<file path="src/rtl/mem_ctrl.sv">
// mem_ctrl: byte-serial sequencer between the unified RAM port, the instruction fetcher and the LSB.
// Optional macro MEMCTRL_FETCH_PRIO_EN: fetch wins arbitration over the LSB when both are pending.
`timescale 1ns/1ps
module mem_ctrl #(
  parameter logic [31:0] IO_BASE = 32'h0003_0000
) (
  input  logic        clk_in,
  input  logic        rst_in,
  input  logic        rdy_in,
  input  logic [7:0]  mem_din,
  output logic [7:0]  mem_dout,
  output logic [31:0] mem_a,
  output logic        mem_wr,
  input  logic        io_buffer_full,
  input  logic        if_en,
  input  logic [31:0] if_pc,
  input  logic        if_drop,
  output logic        if_ok,
  output logic [31:0] if_inst,
  input  logic        lsb_en,
  input  logic        lsb_wr,
  input  logic [1:0]  lsb_size,
  input  logic [31:0] lsb_addr,
  input  logic [31:0] lsb_wdata,
  output logic        lsb_ok,
  output logic [31:0] lsb_rdata,
  input  logic        rollback_flag
);

  typedef enum logic [1:0] {S_IDLE, S_RD, S_WR} state_t;

  state_t      r_state, w_state_next;
  logic        r_if_pend, r_ls_pend;
  logic [31:0] r_if_pc, r_ls_addr, r_ls_wdata;
  logic        r_ls_wr;
  logic [1:0]  r_ls_size;
  logic        r_cur_if, r_cur_io;
  logic [2:0]  r_n, r_cnt;
  logic [31:0] r_base, r_wdata, r_buf;
  logic [31:0] r_mem_a, r_if_inst, r_lsb_rdata;
  logic [7:0]  r_mem_dout;
  logic        r_mem_wr, r_if_ok, r_lsb_ok;

  logic        w_if_pend_eff, w_ls_pend_eff, w_pick_if, w_pick_ls, w_accept;
  logic [31:0] w_eff_pc, w_eff_addr, w_eff_wdata;
  logic        w_eff_wr;
  logic [1:0]  w_eff_size;
  logic [31:0] w_acc_base, w_acc_wdata;
  logic [2:0]  w_acc_n;
  logic        w_acc_wr, w_acc_io;
  logic        w_abort, w_rd_done, w_wr_done, w_wr_stall;
  logic [1:0]  w_byte_idx;
  logic [31:0] w_assembled;
  logic [7:0]  w_wr_byte;

  logic        w_cur_if_next, w_cur_io_next, w_mem_wr_next, w_if_ok_next, w_lsb_ok_next;
  logic [2:0]  w_n_next, w_cnt_next;
  logic [31:0] w_base_next, w_wdata_next, w_buf_next, w_mem_a_next, w_if_inst_next, w_lsb_rdata_next;
  logic [7:0]  w_mem_dout_next;

  function automatic logic [2:0] size_to_n(input logic [1:0] s);
    case (s)
      2'd0:    return 3'd1;
      2'd1:    return 3'd2;
      default: return 3'd4;
    endcase
  endfunction

  // A request pulse counts as pending in its own cycle so IDLE can accept it at the latch edge.
  assign w_eff_pc      = if_en  ? if_pc     : r_if_pc;
  assign w_eff_wr      = lsb_en ? lsb_wr    : r_ls_wr;
  assign w_eff_size    = lsb_en ? lsb_size  : r_ls_size;
  assign w_eff_addr    = lsb_en ? lsb_addr  : r_ls_addr;
  assign w_eff_wdata   = lsb_en ? lsb_wdata : r_ls_wdata;
  assign w_if_pend_eff = if_en  | (r_if_pend & ~if_drop & ~rollback_flag);
  assign w_ls_pend_eff = lsb_en | (r_ls_pend & ~(rollback_flag & ~r_ls_wr));

`ifdef MEMCTRL_FETCH_PRIO_EN
  assign w_pick_if = w_if_pend_eff;
`else
  assign w_pick_if = w_if_pend_eff & ~w_ls_pend_eff;
`endif
  assign w_pick_ls = w_ls_pend_eff & ~w_pick_if;
  assign w_accept  = (r_state == S_IDLE) & (w_pick_if | w_pick_ls);

  assign w_acc_base  = w_pick_if ? w_eff_pc : w_eff_addr;
  assign w_acc_wdata = w_eff_wdata;
  assign w_acc_n     = w_pick_if ? 3'd4 : size_to_n(w_eff_size);
  assign w_acc_wr    = w_pick_ls & w_eff_wr;
  assign w_acc_io    = w_acc_base >= IO_BASE;

  assign w_abort     = (r_state == S_RD) & (rollback_flag | (r_cur_if & if_drop));
  assign w_rd_done   = r_cnt == (r_n + 3'd1);
  assign w_wr_done   = r_cnt == r_n;
  assign w_wr_stall  = r_cur_io & io_buffer_full;
  assign w_byte_idx  = 2'(r_cnt - 3'd2);
  assign w_assembled = r_buf | (32'(mem_din) << {w_byte_idx, 3'b000});
  assign w_wr_byte   = 8'(r_wdata >> {r_cnt[1:0], 3'b000});

  always_ff @(posedge clk_in) begin
    if (rst_in)
      r_state <= S_IDLE;
    else if (rdy_in)
      r_state <= w_state_next;
  end

  always_comb begin
    w_state_next = r_state;
    case (r_state)
      S_IDLE:  if (w_accept) w_state_next = w_acc_wr ? S_WR : S_RD;
      S_RD:    if (w_abort || w_rd_done) w_state_next = S_IDLE;
      S_WR:    if (w_wr_done) w_state_next = S_IDLE;
      default: w_state_next = S_IDLE;
    endcase
  end

  always_comb begin
    w_cur_if_next    = r_cur_if;
    w_cur_io_next    = r_cur_io;
    w_n_next         = r_n;
    w_cnt_next       = r_cnt;
    w_base_next      = r_base;
    w_wdata_next     = r_wdata;
    w_buf_next       = r_buf;
    w_mem_a_next     = r_mem_a;
    w_mem_dout_next  = r_mem_dout;
    w_mem_wr_next    = r_mem_wr;
    w_if_ok_next     = 1'b0;
    w_lsb_ok_next    = 1'b0;
    w_if_inst_next   = r_if_inst;
    w_lsb_rdata_next = r_lsb_rdata;
    case (r_state)
      S_IDLE: begin
        w_mem_wr_next = 1'b0;
        w_mem_a_next  = 32'd0;
        if (w_accept) begin
          w_cur_if_next = w_pick_if;
          w_cur_io_next = w_acc_io;
          w_n_next      = w_acc_n;
          w_base_next   = w_acc_base;
          w_wdata_next  = w_acc_wdata;
          w_buf_next    = 32'd0;
          w_cnt_next    = 3'd1;
          if (!w_acc_wr) begin
            w_mem_a_next = w_acc_base;
          end else if (w_acc_io && io_buffer_full) begin
            w_cnt_next = 3'd0;
          end else begin
            w_mem_wr_next   = 1'b1;
            w_mem_a_next    = w_acc_base;
            w_mem_dout_next = w_acc_wdata[7:0];
          end
        end
      end
      S_RD: begin
        if (w_abort) begin
          w_mem_a_next = 32'd0;
          w_cnt_next   = 3'd0;
        end else begin
          if (r_cnt < r_n) w_mem_a_next = r_base + 32'(r_cnt);
          if (r_cnt >= 3'd2) w_buf_next = w_assembled;
          w_cnt_next = r_cnt + 3'd1;
          if (w_rd_done) begin
            w_cnt_next   = 3'd0;
            w_mem_a_next = 32'd0;
            if (r_cur_if) begin
              w_if_ok_next   = 1'b1;
              w_if_inst_next = w_assembled;
            end else begin
              w_lsb_ok_next    = 1'b1;
              w_lsb_rdata_next = w_assembled;
            end
          end
        end
      end
      S_WR: begin
        if (w_wr_done) begin
          w_mem_wr_next = 1'b0;
          w_mem_a_next  = 32'd0;
          w_lsb_ok_next = 1'b1;
          w_cnt_next    = 3'd0;
        end else if (w_wr_stall) begin
          w_mem_wr_next = 1'b0;
        end else begin
          w_mem_wr_next   = 1'b1;
          w_mem_a_next    = r_base + 32'(r_cnt);
          w_mem_dout_next = w_wr_byte;
          w_cnt_next      = r_cnt + 3'd1;
        end
      end
      default: ;
    endcase
  end

  always_ff @(posedge clk_in) begin
    if (rst_in) begin
      r_if_pend   <= 1'b0;
      r_ls_pend   <= 1'b0;
      r_if_pc     <= 32'd0;
      r_ls_wr     <= 1'b0;
      r_ls_size   <= 2'd0;
      r_ls_addr   <= 32'd0;
      r_ls_wdata  <= 32'd0;
      r_cur_if    <= 1'b0;
      r_cur_io    <= 1'b0;
      r_n         <= 3'd0;
      r_cnt       <= 3'd0;
      r_base      <= 32'd0;
      r_wdata     <= 32'd0;
      r_buf       <= 32'd0;
      r_mem_a     <= 32'd0;
      r_mem_dout  <= 8'd0;
      r_mem_wr    <= 1'b0;
      r_if_ok     <= 1'b0;
      r_lsb_ok    <= 1'b0;
      r_if_inst   <= 32'd0;
      r_lsb_rdata <= 32'd0;
    end else if (rdy_in) begin
      r_if_pend <= w_if_pend_eff & ~(w_accept & w_pick_if);
      r_ls_pend <= w_ls_pend_eff & ~(w_accept & w_pick_ls);
      if (if_en) r_if_pc <= if_pc;
      if (lsb_en) begin
        r_ls_wr    <= lsb_wr;
        r_ls_size  <= lsb_size;
        r_ls_addr  <= lsb_addr;
        r_ls_wdata <= lsb_wdata;
      end
      r_cur_if    <= w_cur_if_next;
      r_cur_io    <= w_cur_io_next;
      r_n         <= w_n_next;
      r_cnt       <= w_cnt_next;
      r_base      <= w_base_next;
      r_wdata     <= w_wdata_next;
      r_buf       <= w_buf_next;
      r_mem_a     <= w_mem_a_next;
      r_mem_dout  <= w_mem_dout_next;
      r_mem_wr    <= w_mem_wr_next;
      r_if_ok     <= w_if_ok_next;
      r_lsb_ok    <= w_lsb_ok_next;
      r_if_inst   <= w_if_inst_next;
      r_lsb_rdata <= w_lsb_rdata_next;
    end
  end

  assign mem_a     = r_mem_a;
  assign mem_dout  = r_mem_dout;
  assign mem_wr    = r_mem_wr & rdy_in;
  assign if_ok     = r_if_ok;
  assign if_inst   = r_if_inst;
  assign lsb_ok    = r_lsb_ok;
  assign lsb_rdata = r_lsb_rdata;

endmodule

</file>
<file path="config.mk">
export PLATFORM = sky130hd
export DESIGN_NAME = mem_ctrl
export DESIGN_NICKNAME = d
export VERILOG_FILES = /design/src/rtl/mem_ctrl.sv
export SDC_FILE = /design/constraint.sdc
export NUM_CORES = 1
export LEC_CHECK = 0
export ABC_CLOCK_PERIOD_IN_PS = 4460
export CAP_MARGIN = 15
export CORE_MARGIN = 2
export CORE_UTILIZATION = 53
export DETAILED_ROUTE_END_ITERATION = 7
export GPL_TIMING_DRIVEN = 0
export MAX_ROUTING_LAYER = met4
export PLACE_DENSITY = 0.79
export SLEW_MARGIN = 40
export SYNTH_ARGS = -nofsm -noshare
export SYNTH_HDL_FRONTEND = slang
export SYNTH_SLANG_ARGS = --single-unit
</file>
<file path="constraint.sdc">
create_clock -name clk_in -period 4.46 [get_ports clk_in]
set_input_delay 0.669 -clock clk_in [delete_from_list [all_inputs] [get_ports clk_in]]
set_output_delay 0.669 -clock clk_in [all_outputs]
set_load 0.05 [all_outputs]
</file>
== Yosys cells after proc, flatten, opt, wreduce, memory -nomap -nowiden ==
Index checks and enable logic that the tools add are counted.

* Muxes and demuxes: 55
* $mul: 0
* Equal/unequal tests: 16
* $add $sub $neg: 4
* Div/mod/pow operators: 0
* Bitwise logic cells: 31
* Shift operators: 2
* Magnitude comparators: 3
* Reductions and logical operators: 16

{| class="wikitable"
|+ Operators with widths
! cell !! number
|-
| 32-bit two-way mux || 15
|-
| 32-bit case mux with 3 select lines || 1
|-
| 32-bit case mux with 2 select lines || 1
|-
| 8-bit two-way mux || 5
|-
| 32-bit by 3-bit adder with 32-bit output || 1
|-
| 32-bit by 18-bit greater-or-equal comparator with 1-bit output (second input constant) || 1
|-
| 32-bit OR || 1
|-
| 8-bit by 5-bit << shifter with 32-bit output || 1
|-
| 32-bit by 5-bit >> shifter with 8-bit output || 1
|-
| 3-bit two-way mux || 6
|-
| 1-bit bitwise AND || 16
|-
| 1-bit two-way mux || 16
|-
| 8-bit case mux with 2 select lines || 1
|-
| 5-bit AND reduction || 3
|-
| 2-bit inequality test (second input constant) || 7
|-
| 4-bit AND reduction || 3
|-
| 2-bit two-way mux || 5
|-
| 1-bit NOT || 10
|-
| 3-bit case mux with 3 select lines || 1
|-
| 7-bit AND reduction || 1
|-
| 3-bit by 1-bit adder with 3-bit output (second input constant) || 2
|-
| 3-bit equality test || 2
|-
| 2-bit case mux with 3 select lines || 1
|-
| 3-bit case mux with 2 select lines || 1
|-
| 17 further kinds || 25
|}

* Memory bits (read-only): 0
* Output and inout bits: 107
* Memories: 0
* Bits in latches: 0
* Register bits after elaboration: 314
* Bits in writable memories: 0

== Longest topological paths before layout ==
Gate-level depths: netlist (run 1).

* Depth in word-level cells: 14
* Depth in mapped cells: 12
* Depth with buffers taken out: 8

== Worst setup path before layout (run 1) ==
Ideal clock, no wire load.

* Path type: register to register
* Start point: register r_cnt[0]
* End point: register r_cnt[2]
* Cell stages (with the launch flop): 11
* Period minus slack after synthesis: 2.703 ns
* Slack: 1.757 ns
* Setup time: 0.070 ns
* Path buffers: 2
* Arrival: 2.633 ns
* Data required time: 4.390 ns
* Cells stage by stage: dfxtp_1 -> buf_2 -> buf_2 -> inv_1 -> ha_1 -> nand3_1 -> and2_1 -> a311oi_1 -> nand2_1 -> or4_1 -> a21oi_1

* Word-level cells in the longest chain between the ends: 4
* Elaborated cells between the ends (all ways): 10
* Those cells by class: 1 x add/sub; 3 x eq/ne; 5 x mux; 1 x reduce/logical

{| class="wikitable"
|+ Ends and longest elaborated chain
! what !! RTL line !! text
|-
| start: declaration || 38 || <nowiki>logic [2:0] r_n, r_cnt;</nowiki>
|-
| start signal: assignment || 231 || <nowiki>r_cnt <= w_cnt_next;</nowiki>
|-
| 3-bit by 1-bit adder with 3-bit output / 3-bit equality test (equally long branches) || 162, 188, 93 ||
|-
| 3-bit two-way mux (on tied branches) || 182, 163 ||
|-
| 3-bit two-way mux (on tied branches) || 177, 156 ||
|-
| 3-bit case mux with 3 select lines || 132 || <nowiki>case (r_state)</nowiki>
|}

Several ways; a longest one is shown, not always the timed one. The select of a mux whose other input is x is not followed.
A chain may end at the register's enable or synchronous reset.

== Worst setup path after layout (run 1) ==
* Start point: input rdy_in
* End point: output mem_wr

* Word-level cells in the longest chain between the ends: 1

{| class="wikitable"
|+ Ends and longest elaborated chain
! what !! RTL line !! text
|-
| start: declaration || 9 || <nowiki>input logic rdy_in,</nowiki>
|-
| 1-bit bitwise AND || 247 || <nowiki>assign mem_wr = r_mem_wr & rdy_in;</nowiki>
|-
| end: declaration || 13 || <nowiki>output logic mem_wr,</nowiki>
|}

Every way passes these cells.

==> out/qor.yml, run 1 <==
status: "complete, no violations"
synth-async-reset-ratio_pct: 0
routedWlPerCell_um: 21.0
finalCritPeriodShare_pct: 98.1
multiInputGateArea_sq_um: 7160
synth.avg_cell_area_sq_um: 8.42
die_y_um: 167
fin_crit_ps: 4370
crit_arrival_ps: 3700
hpwl_um: 35800
slew_violations: 0
gp_congestion: 0.994
area_growth_pct: 26.6
viasPerCell: 6.06
drive_above_1_share_pct: 6.82
vias: 13847
synth_edf_count: 0
clk_pin_slew_ps: 50
grt_setup_unrepaired: "no"
max_freq_ghz: 0.229
drv_cap: 0
relSlewSlack_pct: 40.6
insertion_delay_ps: 540
setup_ws_ps: 86.9
clockBufferDepth: 3
yosysWarnings: 0
placedCellCount: 2220
cts.sinks: 314
grt.overflow.total: 0
critPathRequiredTime_ps: 3790
synth_top_family_by_area: "compound AO/OA/AOI/OAI gates"
fillers: 2206
synthMuxAreaShare_pct: 8.15
synth-seq-area-share_pct: 44.6
fin_skew_ps: 23.6
rows: 59
cts_hold_buf: 0
synth_compound_area_share_pct: 21.2
synth_nets: 1801
synth_flop_cell: "dfxtp_1"
grt_max_degree: 14
postRouteAntennaNets: 0
cts_setup_buffers: 0
synthAdderAreaFrac_pct: 1.30
tightest_slew_ps: 883
firstDrtPassIters: 6
instances_no_fill: 2284
critPathCaptureType: "output pin"
drt-initial-drc-count: 1423
setup_violations: 0
io-pin-count: 222
grt_pass1_wl_um: 73400
finalHoldViolations: 0
hold_path_class: "flop to flop"
p_per_area_nw_per_um2: 403
synth_top_area_cell: "dfxtp_1"
crit_fanout: 10
grt.total_usage_pct: 34.2
grt_pass1_vias: 13123
synth.area.top_cells: "dfxtp_1, a211oi_1, a21oi_1"
die_w_um: 167
cts_root_buf: "clkbuf_16"
netlist.area_leader.share_pct: 44.6
htreeDepth: 2
yosysMostFrequentCell: "dfxtp_1"
cts.repair.resized: 0
synthTopCellsByCount: "dfxtp_1, nor2_1, nand2_1, a21oi_1, a211oi_1"
synth-simple-area-share_pct: 18.3
synth-seq-cells: 314
synth.distinct_cells: 64
cts-buffers-inserted: 36
port_buffers: 213
core_area_sq_um: 26100
antenna_found_initial: 0
p_leak_nw: 6.47
dp_slack_ps: 145
start_kind: "input port"
dieArea_sq_um: 27900
tns_ps: 0
cts_tree: "done"
regArea_sq_um: 6290
syn_inst: 1672
syn_area_sq_um: 14100
antennaDiodeCount: 0
route.detailed.drc: 0
fin_nets: 2052
synthXorXnorAreaFrac_pct: 1.85
start_util_pct: 54.1
peakVddDrop_v: 0.000291
crit_type: "input port to output pin"
drt_wl_total_um: 48000
[layout make-up]
class | instances | share of cell area [%]
plain buffers | 139 | 3.31
inverters | 15 | 0.316
clock inverters | 15 | 1.03
repair buffers | 213 | 12.0
multi-input cells | 1204 | 40.2
clock buffers | 49 | 5.61
flip-flops and latches | 314 | 35.3
well taps | 335 | 2.35
[registers in the layout, summed over array words and instances (netlist names), 2 cells and up]
name,count
r_state,2
r_cnt,3
r_wdata,32
r_ls_wdata,32
mem_a,32
mem_dout,8
r_ls_size,2
r_n,3
r_base,32
lsb_rdata,32
if_inst,32
r_buf,32
r_ls_addr,32
r_if_pc,32
[logic make-up after synthesis]
group           count (synthesis)
compound gates                465
xor+xnor                       28
fa+ha+maj                      14
buf+inv                       154
flops                         314
mux                           103
simple gates                  594
[worst paths after layout]
path	from	end	slack, ps	cells after the start
hold reg to reg	r_ls_wdata[9]$_SDFFE_PP0P_	r_ls_wdata[9]$_SDFFE_PP0P_	450	2
setup / recovery	rdy_in	mem_wr	90	6
hold / removal	r_ls_wdata[9]$_SDFFE_PP0P_	r_ls_wdata[9]$_SDFFE_PP0P_	450	2
setup reg to reg	r_cnt[0]$_SDFFE_PP0P_	mem_a[21]$_SDFFE_PP0P_	750	11
[metrics by stage]
stage | hold WS, ps | utilization [%] | cell area, sq um | total power [W]
finish | 453 | 68.4 | 17800 | 0.00719
global route | 465 | 68.4 | 17800 | 0.00740
CTS | 453 | 68.4 | 17800 | 0.00717
detailed placement | 446 | 63.8 | 16600 | 0.00424
global placement | 438 | 63.8 | 16600 | 0.00422
floorplan | 432 | - | 14100 | 0.00379
[routing by layer]
metal / GRT usage [%] / vias up / wire length (um)
met5: - / - / 0
met4: 16.7 / 0 / 2400
met3: 5.32 / 138 / 3820
met2: 54.6 / 683 / 22300
met1: 42.3 / 6579 / 19500
li1: - / 6447 / -
[power by group]
part           total, W  internal, W  switching (W)
logic           0.00115     0.000418       0.000732
clock network   0.00298      0.00176        0.00122
registers       0.00305      0.00295       0.000102
total           0.00719      0.00513        0.00206
[layout by cell type, fill, tap and decap left out, types with 13 or more instances in the layout]
cell,Yosys,layout
dfxtp_1,314,314
nor2_1,249,249
clkdlybuf4s50_1,0,213
nand2_1,201,201
a21oi_1,194,194
a211oi_1,163,163
clkbuf_1,81,88
mux2i_1,83,83
nor3_1,39,37
o21ai_0,36,36
clkbuf_16,0,36
buf_2,35,35
a221oi_1,27,27
nor2b_1,25,25
buf_1,18,18
nand3_1,17,17
xnor2_1,16,16
inv_1,13,13
ha_1,13,13
[worst max-delay path, stage by stage]
cell and delay [ps]:
clkdlybuf4s50_1 600, clkbuf_1 460, clkbuf_1 510, clkbuf_1 430, and2_1 190, clkdlybuf4s50_1 830
Power figures use the tool's default switching activity.
==> run 2: changes to the inputs <==
--- a/config.mk
+++ b/config.mk
@@ -7,8 +7,8 @@
 export LEC_CHECK = 0
 export ABC_CLOCK_PERIOD_IN_PS = 4460
 export CAP_MARGIN = 15
-export CORE_MARGIN = 2
 export CORE_UTILIZATION = 53
+export CTS_BUF_LIST = sky130_fd_sc_hd__clkbuf_2 sky130_fd_sc_hd__clkbuf_4 sky130_fd_sc_hd__clkbuf_8
 export DETAILED_ROUTE_END_ITERATION = 7
 export GPL_TIMING_DRIVEN = 0
 export MAX_ROUTING_LAYER = met4
==> out/qor.yml, run 2 (synthesis results as in run 1) <==
die_y_um: 165  # -1.2%
postRouteAntennaNets: 0  # unchanged
rows: 59  # unchanged
status: "complete, no violations"
port_buffers: 213  # unchanged
crit_fanout: 10  # unchanged
worst-path-buf-inv: 5  # unchanged
fin_skew_ps: 44.5  # +20.9 ps
cts.sinks: 314  # unchanged
crit_family: "buffers and inverters"
clk_pin_slew_ps: 60  # about the same
grt.overflow.total: 0  # unchanged
clockBufferDepth: 3  # unchanged
cts_hold_buf: 0  # unchanged
grt_setup_unrepaired: "no"
finish.utilization_pct: 68.1  # -0.28 points
htreeDepth: 2  # unchanged
critPathMaxStageDelay_ps: 840  # about the same
crit_type: "input port to output pin"
crit_arrival_ps: 3730  # +30 ps
relSlewSlack_pct: 42.5  # +2.0 points
grt_max_degree: 15  # +1
core_area_sq_um: 26100  # unchanged
cts.repair.resized: 0  # unchanged
cts_root_buf: "clkbuf_8"
route.detailed.drc: 0  # unchanged
tightest_slew_ps: 862  # -21.3 ps
io-pin-count: 222  # unchanged
tns_ps: 0  # unchanged
start_kind: "input port"
vias: 13826  # -0.15%
routedWlPerCell_um: 20.7  # -1.7%
grt_pass1_wl_um: 71400  # -2.6%
mostFrequentLayoutCells: "dfxtp_1, nor2_1, clkdlybuf4s50_1"
p_leak_nw: 6.48  # +0.11%
path_cells: "clkdlybuf4s50_1 > clkbuf_1 > clkbuf_1 > clkbuf_1 > and2_1 > clkdlybuf4s50_1"
critical_path.most_common_cell: "clkbuf_1"
grt.total_usage_pct: 35.4  # +1.2 points
drt_wl_total_um: 47800  # -0.46%
dieArea_sq_um: 27200  # -2.4%
finalHoldViolations: 0  # unchanged
firstDrtPassIters: 6  # unchanged
drt-initial-drc-count: 1422  # -0.070%
hpwl_um: 35600  # -0.74%
hold_path_class: "flop to flop"
cp_slowest_cell: "clkdlybuf4s50_1"
place_area_sq_um: 16600  # unchanged
critPathRequiredTime_ps: 3790  # about the same
antenna_found_initial: 1  # +1
die_w_um: 165  # -1.2%
start_util_pct: 54.1  # unchanged
cts-buffers-inserted: 51  # +42%
p_per_area_nw_per_um2: 388  # -3.8%
gp_congestion: 0.974  # -2.0%
fin_crit_ps: 4400  # +29.0 ps
fillers: 2156  # -2.3%
grt_pass1_vias: 12799  # -2.5%
insertion_delay_ps: 610  # +70 ps
peakVddDrop_v: 0.000319  # +9.5%
critPathCaptureType: "output pin"
final_common_cell: "dfxtp_1"
cts_setup_buffers: 0  # unchanged
finalCritPeriodShare_pct: 98.7  # +0.65 points
stdcell_area_sq_um: 17800  # -0.41%
drv_cap: 0  # unchanged
fin_nets: 2067  # +0.73%
viasPerCell: 5.98  # -1.4%
setup_violations: 0  # unchanged
drive_above_1_share_pct: 8.50  # +1.7 points
area_growth_pct: 26.1
cts_tree: "done"
slew_violations: 0  # unchanged
max_freq_ghz: 0.227  # -0.66%
==> run 2: changes by cell type in the layout (fill, tap and decap cells not counted), sizes merged <==
| cell | previous run | this run |
|---|---|---|
| bufinv | 3 | 1 |
| diode | 0 | 1 |
| clkbuf | 130 | 161 |
| clkinv | 11 | 9 |
==> run 2: cell type report <==
type                            count  area (sq um)  area share, %
Tap cell                          335           419           2.36
Sequential cell                   314          6290           35.4
Clock buffer                       80          1010           5.71
Antenna cell                        1          2.50         0.0141
Multi-Input combinational cell   1204          7160           40.3
Buffer                            139           589           3.32
Clock inverter                     11          93.8          0.528
Timing Repair Buffer              213          2130           12.0
Inverter                           15          56.3          0.317
==> run 2: final timing paths <==
check                                               from                  endpoint  slack, ps  depth (start not counted)
worst max-delay path                              rdy_in                    mem_wr         60                          6
worst min-delay path            r_if_pc[11]$_SDFFE_PP0P_  r_if_pc[11]$_SDFFE_PP0P_        450                          2
worst min register to register  r_if_pc[11]$_SDFFE_PP0P_  r_if_pc[11]$_SDFFE_PP0P_        450                          2
worst max register to register     r_cnt[0]$_SDFFE_PP0P_    mem_a[21]$_SDFFE_PP0P_        780                         11
==> run 2: power by group <==
part	internal [W]	switching (W)
combinational	0.000418	0.000732
sequential	0.00295	0.000103
clock	0.00151	0.00118
==> run 2: worst reg2reg max path, stage by stage, from the launching register on <==
cell	delay [ps]
dfxtp_1	380
buf_2	250
buf_2	330
inv_1	220
ha_1	360
nand3_1	130
and2_1	210
a311oi_1	530
nand2_1	280
clkbuf_1	320
a221oi_1	440
nor3_1	90
==> run 2: routing by layer <==
layer,global-route usage (%),up-vias,routed length [um]
li1,-,6474,-
met1,44.8,6595,19600
met2,55.0,627,22300
met3,5.52,130,3490
met4,17.6,0,2330
met5,-,-,0
==> run 2: stage by stage <==
| step | std cells | power, W | worst slack, ps | hold slack (ps) |
|---|---|---|---|---|
| floorplan | 1672 | 0.00379 | 1760 | 432 |
| global placement | 2220 | 0.00422 | 156 | 437 |
| detailed placement | 2220 | 0.00424 | 122 | 442 |
| CTS | 2311 | 0.00688 | 113 | 450 |
| global route | 2312 | 0.00712 | 8.85 | 467 |
| finish | 2312 | 0.00689 | 57.9 | 450 |
